File: src/rtl/load_store_unit.sv
// rtl/load_store_unit.sv - single-outstanding load/store unit with byte lanes and read-modify-write
module load_store_unit #(
    parameter int DEPTH = 8
) (
    input  logic        clk,
    input  logic        rst_n,
    input  logic        req_valid,
    output logic        req_ready,
    input  logic        req_we,
    input  logic        req_byte,
    input  logic        req_hi,
    input  logic        req_signed,
    input  logic [15:0] req_addr,
    input  logic [15:0] req_wdata,
    output logic        resp_valid,
    input  logic        resp_ready,
    output logic [15:0] resp_rdata,
    output logic        resp_err,
    output logic [15:0] mem_access_addr,
    output logic [15:0] mem_write_data,
    output logic        mem_write,
    output logic        mem_read,
    input  logic [15:0] mem_read_data
);

    typedef enum logic [2:0] {
        S_IDLE,
        S_RD,
        S_WR,
        S_RMW_RD,
        S_RMW_WR,
        S_RESP
    } state_t;

    localparam logic [15:0] DEPTH_W = 16'(DEPTH);

    state_t      state;
    state_t      state_nx;

    // Request fields captured at accept; the live req_* bus is ignored afterwards.
    logic        q_byte;
    logic        q_hi;
    logic        q_signed;
    logic [15:0] q_addr;
    logic [15:0] q_wdata;

    // Word read during the first half of a byte store.
    logic [15:0] word_q;

    // Response payload, held until the response handshake.
    logic [15:0] rdata_q;
    logic        err_q;

    logic        accept;
    logic        addr_bad;
    logic [7:0]  load_lane;
    logic [15:0] load_result;
    logic [15:0] merged_word;

    assign accept   = req_valid && (state == S_IDLE);
    assign addr_bad = (req_addr >= DEPTH_W);

    // Byte/word load result formed from the memory word returned in RD.
    always_comb begin
        load_lane = q_hi ? mem_read_data[15:8] : mem_read_data[7:0];
        if (!q_byte) begin
            load_result = mem_read_data;
        end else if (q_signed) begin
            load_result = {{8{load_lane[7]}}, load_lane};
        end else begin
            load_result = {8'h00, load_lane};
        end
    end

    // Byte store: replace only the selected lane of the previously read word.
    always_comb begin
        if (q_hi) begin
            merged_word = {q_wdata[7:0], word_q[7:0]};
        end else begin
            merged_word = {word_q[15:8], q_wdata[7:0]};
        end
    end

    // State register; reset aborts any operation in flight.
    always_ff @(posedge clk or negedge rst_n) begin
        if (!rst_n) begin
            state <= S_IDLE;
        end else begin
            state <= state_nx;
        end
    end

    // Next-state: decode the request at accept, then walk the access sequence.
    always_comb begin
        state_nx = state;
        case (state)
            S_IDLE: begin
                if (req_valid) begin
                    if (addr_bad) begin
                        state_nx = S_RESP;
                    end else if (!req_we) begin
                        state_nx = S_RD;
                    end else if (req_byte) begin
                        state_nx = S_RMW_RD;
                    end else begin
                        state_nx = S_WR;
                    end
                end
            end
            S_RD:     state_nx = S_RESP;
            S_WR:     state_nx = S_RESP;
            S_RMW_RD: state_nx = S_RMW_WR;
            S_RMW_WR: state_nx = S_RESP;
            S_RESP: begin
                if (resp_ready) begin
                    state_nx = S_IDLE;
                end
            end
            default:  state_nx = S_IDLE;
        endcase
    end

    // Outputs: strobes and address only in memory states, response only in RESP.
    always_comb begin
        req_ready       = 1'b0;
        resp_valid      = 1'b0;
        resp_rdata      = 16'h0000;
        resp_err        = 1'b0;
        mem_access_addr = 16'h0000;
        mem_write_data  = 16'h0000;
        mem_write       = 1'b0;
        mem_read        = 1'b0;
        case (state)
            S_IDLE: begin
                req_ready = 1'b1;
            end
            S_RD: begin
                mem_read        = 1'b1;
                mem_access_addr = q_addr;
            end
            S_WR: begin
                mem_write       = 1'b1;
                mem_access_addr = q_addr;
                mem_write_data  = q_wdata;
            end
            S_RMW_RD: begin
                mem_read        = 1'b1;
                mem_access_addr = q_addr;
            end
            S_RMW_WR: begin
                mem_write       = 1'b1;
                mem_access_addr = q_addr;
                mem_write_data  = merged_word;
            end
            S_RESP: begin
                resp_valid = 1'b1;
                resp_rdata = rdata_q;
                resp_err   = err_q;
            end
            default: begin
                req_ready = 1'b0;
            end
        endcase
    end

    // Capture request fields on accept.
    always_ff @(posedge clk or negedge rst_n) begin
        if (!rst_n) begin
            q_byte   <= 1'b0;
            q_hi     <= 1'b0;
            q_signed <= 1'b0;
            q_addr   <= 16'h0000;
            q_wdata  <= 16'h0000;
        end else if (accept) begin
            q_byte   <= req_byte;
            q_hi     <= req_hi;
            q_signed <= req_signed;
            q_addr   <= req_addr;
            q_wdata  <= req_wdata;
        end
    end

    // Hold the old word between the two halves of a byte store.
    always_ff @(posedge clk or negedge rst_n) begin
        if (!rst_n) begin
            word_q <= 16'h0000;
        end else if (state == S_RMW_RD) begin
            word_q <= mem_read_data;
        end
    end

    // Response payload: cleared at accept, error flagged immediately, load data at end of RD.
    always_ff @(posedge clk or negedge rst_n) begin
        if (!rst_n) begin
            rdata_q <= 16'h0000;
            err_q   <= 1'b0;
        end else if (accept) begin
            rdata_q <= 16'h0000;
            err_q   <= addr_bad;
        end else if (state == S_RD) begin
            rdata_q <= load_result;
        end
    end

endmodule

File: config.mk
export PLATFORM = sky130hd
export DESIGN_NAME = load_store_unit
export DESIGN_NICKNAME = d
export VERILOG_FILES = /design/src/rtl/load_store_unit.sv
export SDC_FILE = /design/constraint.sdc
export NUM_CORES = 1
export LEC_CHECK = 0
export CORE_ASPECT_RATIO = 1.5
export CORE_UTILIZATION = 47
export DETAILED_ROUTE_END_ITERATION = 6
export PLACE_DENSITY = 0.83
export SYNTH_ARGS = -nofsm -noshare
export SYNTH_HDL_FRONTEND = slang
export SYNTH_SLANG_ARGS = --single-unit
File: constraint.sdc
create_clock -name clk -period 2 [get_ports clk]
set_input_delay 0.2 -clock clk [delete_from_list [all_inputs] [get_ports clk]]
set_output_delay 0.2 -clock clk [all_outputs]
set_load 0.05 [all_outputs]
After elaboration in Yosys (flattened, before gate mapping). Cells that the tools add are included.

Magnitude comparators: 1. Equal/unequal tests: 7. Multiplexer cells: 20. Reductions and logical operators: 8.

Operators by type and width (number): 16-bit 2-to-1 mux (7); 16-bit case mux with 2 select lines (1); 16-bit by 4-bit >= comparator with 1-bit output (second input constant) (1); 3-bit case mux with 4 select lines (1); 3-bit 2-to-1 mux (3); 8-bit 2-to-1 mux (1); 3-bit by 2-bit equality test with 1-bit output (second input constant) (2); 3-bit equality test (second input constant) (2); 1-bit 2-to-1 mux (6); 2-bit inequality test (second input constant) (2); 2-bit OR reduction (2); 4-bit OR reduction (1); 3-bit by 1-bit equality test with 1-bit output (second input constant) (1); 3-bit logical NOT (1); 3-bit OR reduction (1); 2-bit 2-to-1 mux (1); 2-bit AND reduction (1); 2-bit nonzero test (1); 1-bit logical AND (1).

Bits in registers: 71. Input bits: 56. Output and inout bits: 53. Logic and storage cells: 45.

Longest topological paths before layout.
Depth in word-level cells: 5. Gate-level depth with buffers: 6. Gate-level depth less buffers: 3.

Least setup slack after synthesis. OpenSTA, ideal clock, no wires.

Kind: register -> output. From: register q_hi. To: output mem_write_data[10]. Arrival time: 1965 ps. Data required time: 1800 ps. Slack: -165 ps. Cell stages (with the launch flop): 5. Buffers on the path: 2. Cell sequence: dfrtp_1 > buf_2 > buf_2 > mux2i_1 > o21ai_0.

Longest elaborated chain between the ends: 2.

RTL lines: from (decl) (RTL line 42) `logic q_hi;`; from (signal assigned) (RTL line 176) `q_hi <= req_hi;`; 16-bit 2-to-1 mux (RTL line 77) `if (q_hi) begin`; 16-bit case mux with 2 select lines (RTL line 133) `case (state)`; to (decl) (RTL line 20) `output logic [15:0] mem_write_data,`.

Every way passes these cells.

Worst setup path after layout.
From: register state[2]. To: output mem_write_data[0].

Longest elaborated chain between the ends: 2. Elaborated cells on any way between the ends: 3. Those cells by class: eq/ne (2); mux (1).

RTL lines: from (decl) (RTL line 37) `state_t state;`; from (signal assigned) (RTL line 89) `state <= state_nx;`; 3-bit equality test / 3-bit by 2-bit equality test with 1-bit output (equally long branches) (RTL line 133); 16-bit case mux with 2 select lines * (RTL line 133).

Every way passes the cells marked *; elsewhere a longest branch is shown, timed or not.

==> reports/qor.yml <==
outcome:
  status: "finished with violations"
  violations: "negative setup slack"
critical_path:
  cp-end-kind: "output pin"
  cp-start-kind: "register"
  worstReg2RegStart: "state[1]"
  r2r_end: "q_addr[6]"
  required_ns: 1.80
  critical_path_class: "register to output pin"
  path_max_fanout: 8
  rrSetupSlack_ns: 0.23
  cp.arrival_ns: 1.85
  rr_worst_depth: 4
sta:
  fin_ws_ns: -0.0517
  hold_ws_ns: 0.424
  slew_viol_final: 0
  finClkSkew_ns: 0.00533
  final.period_utilization_pct: 103
  setup_viol: 2
  tightest_slew_ns: 0.669
  tns_ns: -0.0633
  rsz0062_at_grt: "true"
  min_period_ns: 2.05
  slew_headroom_pct: 55.4
  hold_viol: 0
  max_freq_mhz: 487
synthesis:
  synth_edf_count: 0
  yosysTopAreaCell: "dfrtp_1"
  yosysWarnings: 0
  yosys-top-cells-area: "dfrtp_1 49%, mux2_2 19%, mux2i_1 4.1%, and3_1 3.1%, and2_1 2.9%"
  syn_area_um2: 3650
  syn_avg_cell_area_um2: 11.4
  synth_top_cell_area_share_pct: 48.7
  synthTopCellsByCount: "71 x dfrtp_1, 62 x mux2_2, 27 x nand2_1"
  yosysSeqAreaShare_pct: 48.7
  synth_cell_type_count: 34
  async_flop_share_pct: 100
  yosys_most_used_dff: "dfrtp_1"
  yosys_register_bits: 71
  yosysMostFrequentCell: "dfrtp_1"
  syn_nets: 376
  synthCells: 320
clock_tree:
  clk_pin_slew_ns: 0.06
  clk_latency_ns: 0.34
  cts_htree_levels: 3
  cts_buffers: 9
  cts_root_buf: "clkbuf_16"
  clock-sinks: 71
  cts_buffer_depth: 2
  cts_tree: "yes"
detailed_routing:
  drtIter0Drc: 135
  wirelength_um: 10500
  drtPass1Iterations: 4
  vias: 2991
  wl_per_cell_um: 19.3
  ant_nets: 0
  viasPerCell: 5.52
  drc: 0
pwr:
  p_per_area_nw_per_um2: 1560
  vdd_drop_max_mv: 1.02
  power.total_uw: 9070
  power.leakage_uw: 0.00250
min_path:
  min_path_type: "input pin to async pin"
die:
  fp.dieH_um: 110
  core_region_area_um2: 7560
  dieArea_um2: 8130
  fp-row-count: 39
  initial_utilization_pct: 48.3
  die_x_um: 74.0
  pin_count: 109
placement:
  placed_cells: 519
  dpl.hpwl_um: 6930
  placed_area_um2: 5320
  gp_congestion: 0.872
  port_buffers: 108
global_routing:
  grt_max_degree: 72
  antenna_found_initial: 0
  track_usage_pct: 27.3
  grt_pass1_wl_um: 16200
  grt-ovfl-total: 0
  grt_pass1_vias: 3152
run:
  max_cap_violations: 0
finish:
  syn_to_final_growth_pct: 58.9
  stdcell_count: 542
  final_nets: 491
  fillers: 446
  fin_area_um2: 5800
  diodes: 0
  drive_above_1_share_pct: 40.2
-- where the power goes --
part	internal (uW)	switching [uW]
Combinational	2390	2560
Sequential	1990	453
Clock	1090	601
Total	5460	3610
-- through the flow --
step	util [%]	worst slack (ns)
floorplan	-	-0.165
global placement	70.4	0.141
detailed placement	70.4	-0.0744
CTS	76.1	0.00213
global route	76.7	-0.0776
finish	76.7	-0.0517
-- state kept, by name, indices dropped and copies added (netlist names) --
| name | cells |
|---|---|
| q_wdata | 16 |
| q_hi | 1 |
| word_q | 16 |
| rdata_q | 16 |
| err_q | 1 |
| q_byte | 1 |
| state | 3 |
| q_signed | 1 |
| q_addr | 16 |
-- cell type report --
cell class                      count  area, um2  area share, %
Clock inverter                      6       85.1           1.47
Multi-Input combinational cell    223       1800           31.0
Sequential cell                    71       1780           30.7
Timing Repair Buffer              127       1770           30.6
Inverter                            3       11.3          0.194
Tap cell                          102        128           2.20
Clock buffer                       10        229           3.95
-- layer usage --
metal  routed length, um  share of wire, %  track usage, %  vias to the layer above
met3                 525               5.0            4.12                       33
met2                5650                54            47.3                      117
li1                    -                 -               -                     1377
met1                3920                37            31.4                     1464
met5                   0                 0               0                        -
met4                 382               3.6            15.8                        0
-- how the worst max path moves through the flow --
stage / end / slack [ns] / from
finish: mem_write_data[0] / -0.05 / state[2]
global route: mem_write_data[0] / -0.08 / state[1]
CTS: mem_write_data[1] / 0.002 / state[2]
detailed placement: mem_access_addr[15] / -0.07 / state[2]
global placement: mem_access_addr[15] / 0.14 / state[2]
floorplan: mem_write_data[9] / -0.16 / q_hi
-- worst max-delay path: stages (launching register included) --
cell     delay, ns
dfrtp_2       0.47
buf_4         0.19
nor2b_1       0.15
buf_4         0.20
o21ai_1       0.12
a21oi_2       0.23
buf_12        0.16
-- repair_timing --
item | in CTS | in global routing
cloned | 1 | 0
resized for setup | 27 | 14
endpoints found under the hold margin | 71 | 0
setup endpoints to repair | 32 | 26
buffers inserted | 4 | 1
pin swaps | 2 | 6
hold buffers | 1 | 0
-- kinds of logic (layout without fill, tap and decap cells) --
kind of cell | Yosys count | in the layout | share of synthesized area [%]
xor gates and xnor gates | 1 | 1 | 0.240
DFF | 71 | 71 | 48.7
AOI/OAI and AO/OA | 54 | 54 | 8.57
buffers and inverters | 26 | 146 | 5.17
and+or+nand+nor | 91 | 91 | 14.1
muxes | 77 | 77 | 23.2
-- placed cells by master, fill, tap and decap left out, drive strengths merged, types with 3 or more instances in the layout --
cell | netlist | routed
a21oi | 16 | 16
a22oi | 3 | 3
and2 | 17 | 17
and3 | 18 | 18
buf | 15 | 72
clkbuf | 8 | 10
clkdlybuf4s50 | 0 | 54
clkinv | 1 | 3
dfrtp | 71 | 71
mux2 | 62 | 62
mux2i | 15 | 15
nand2 | 28 | 28
nand3 | 6 | 6
nor2 | 8 | 8
nor3b | 3 | 3
o211ai | 9 | 9
o21ai | 16 | 16
o22ai | 9 | 9
(Power assumes the default switching activity.)
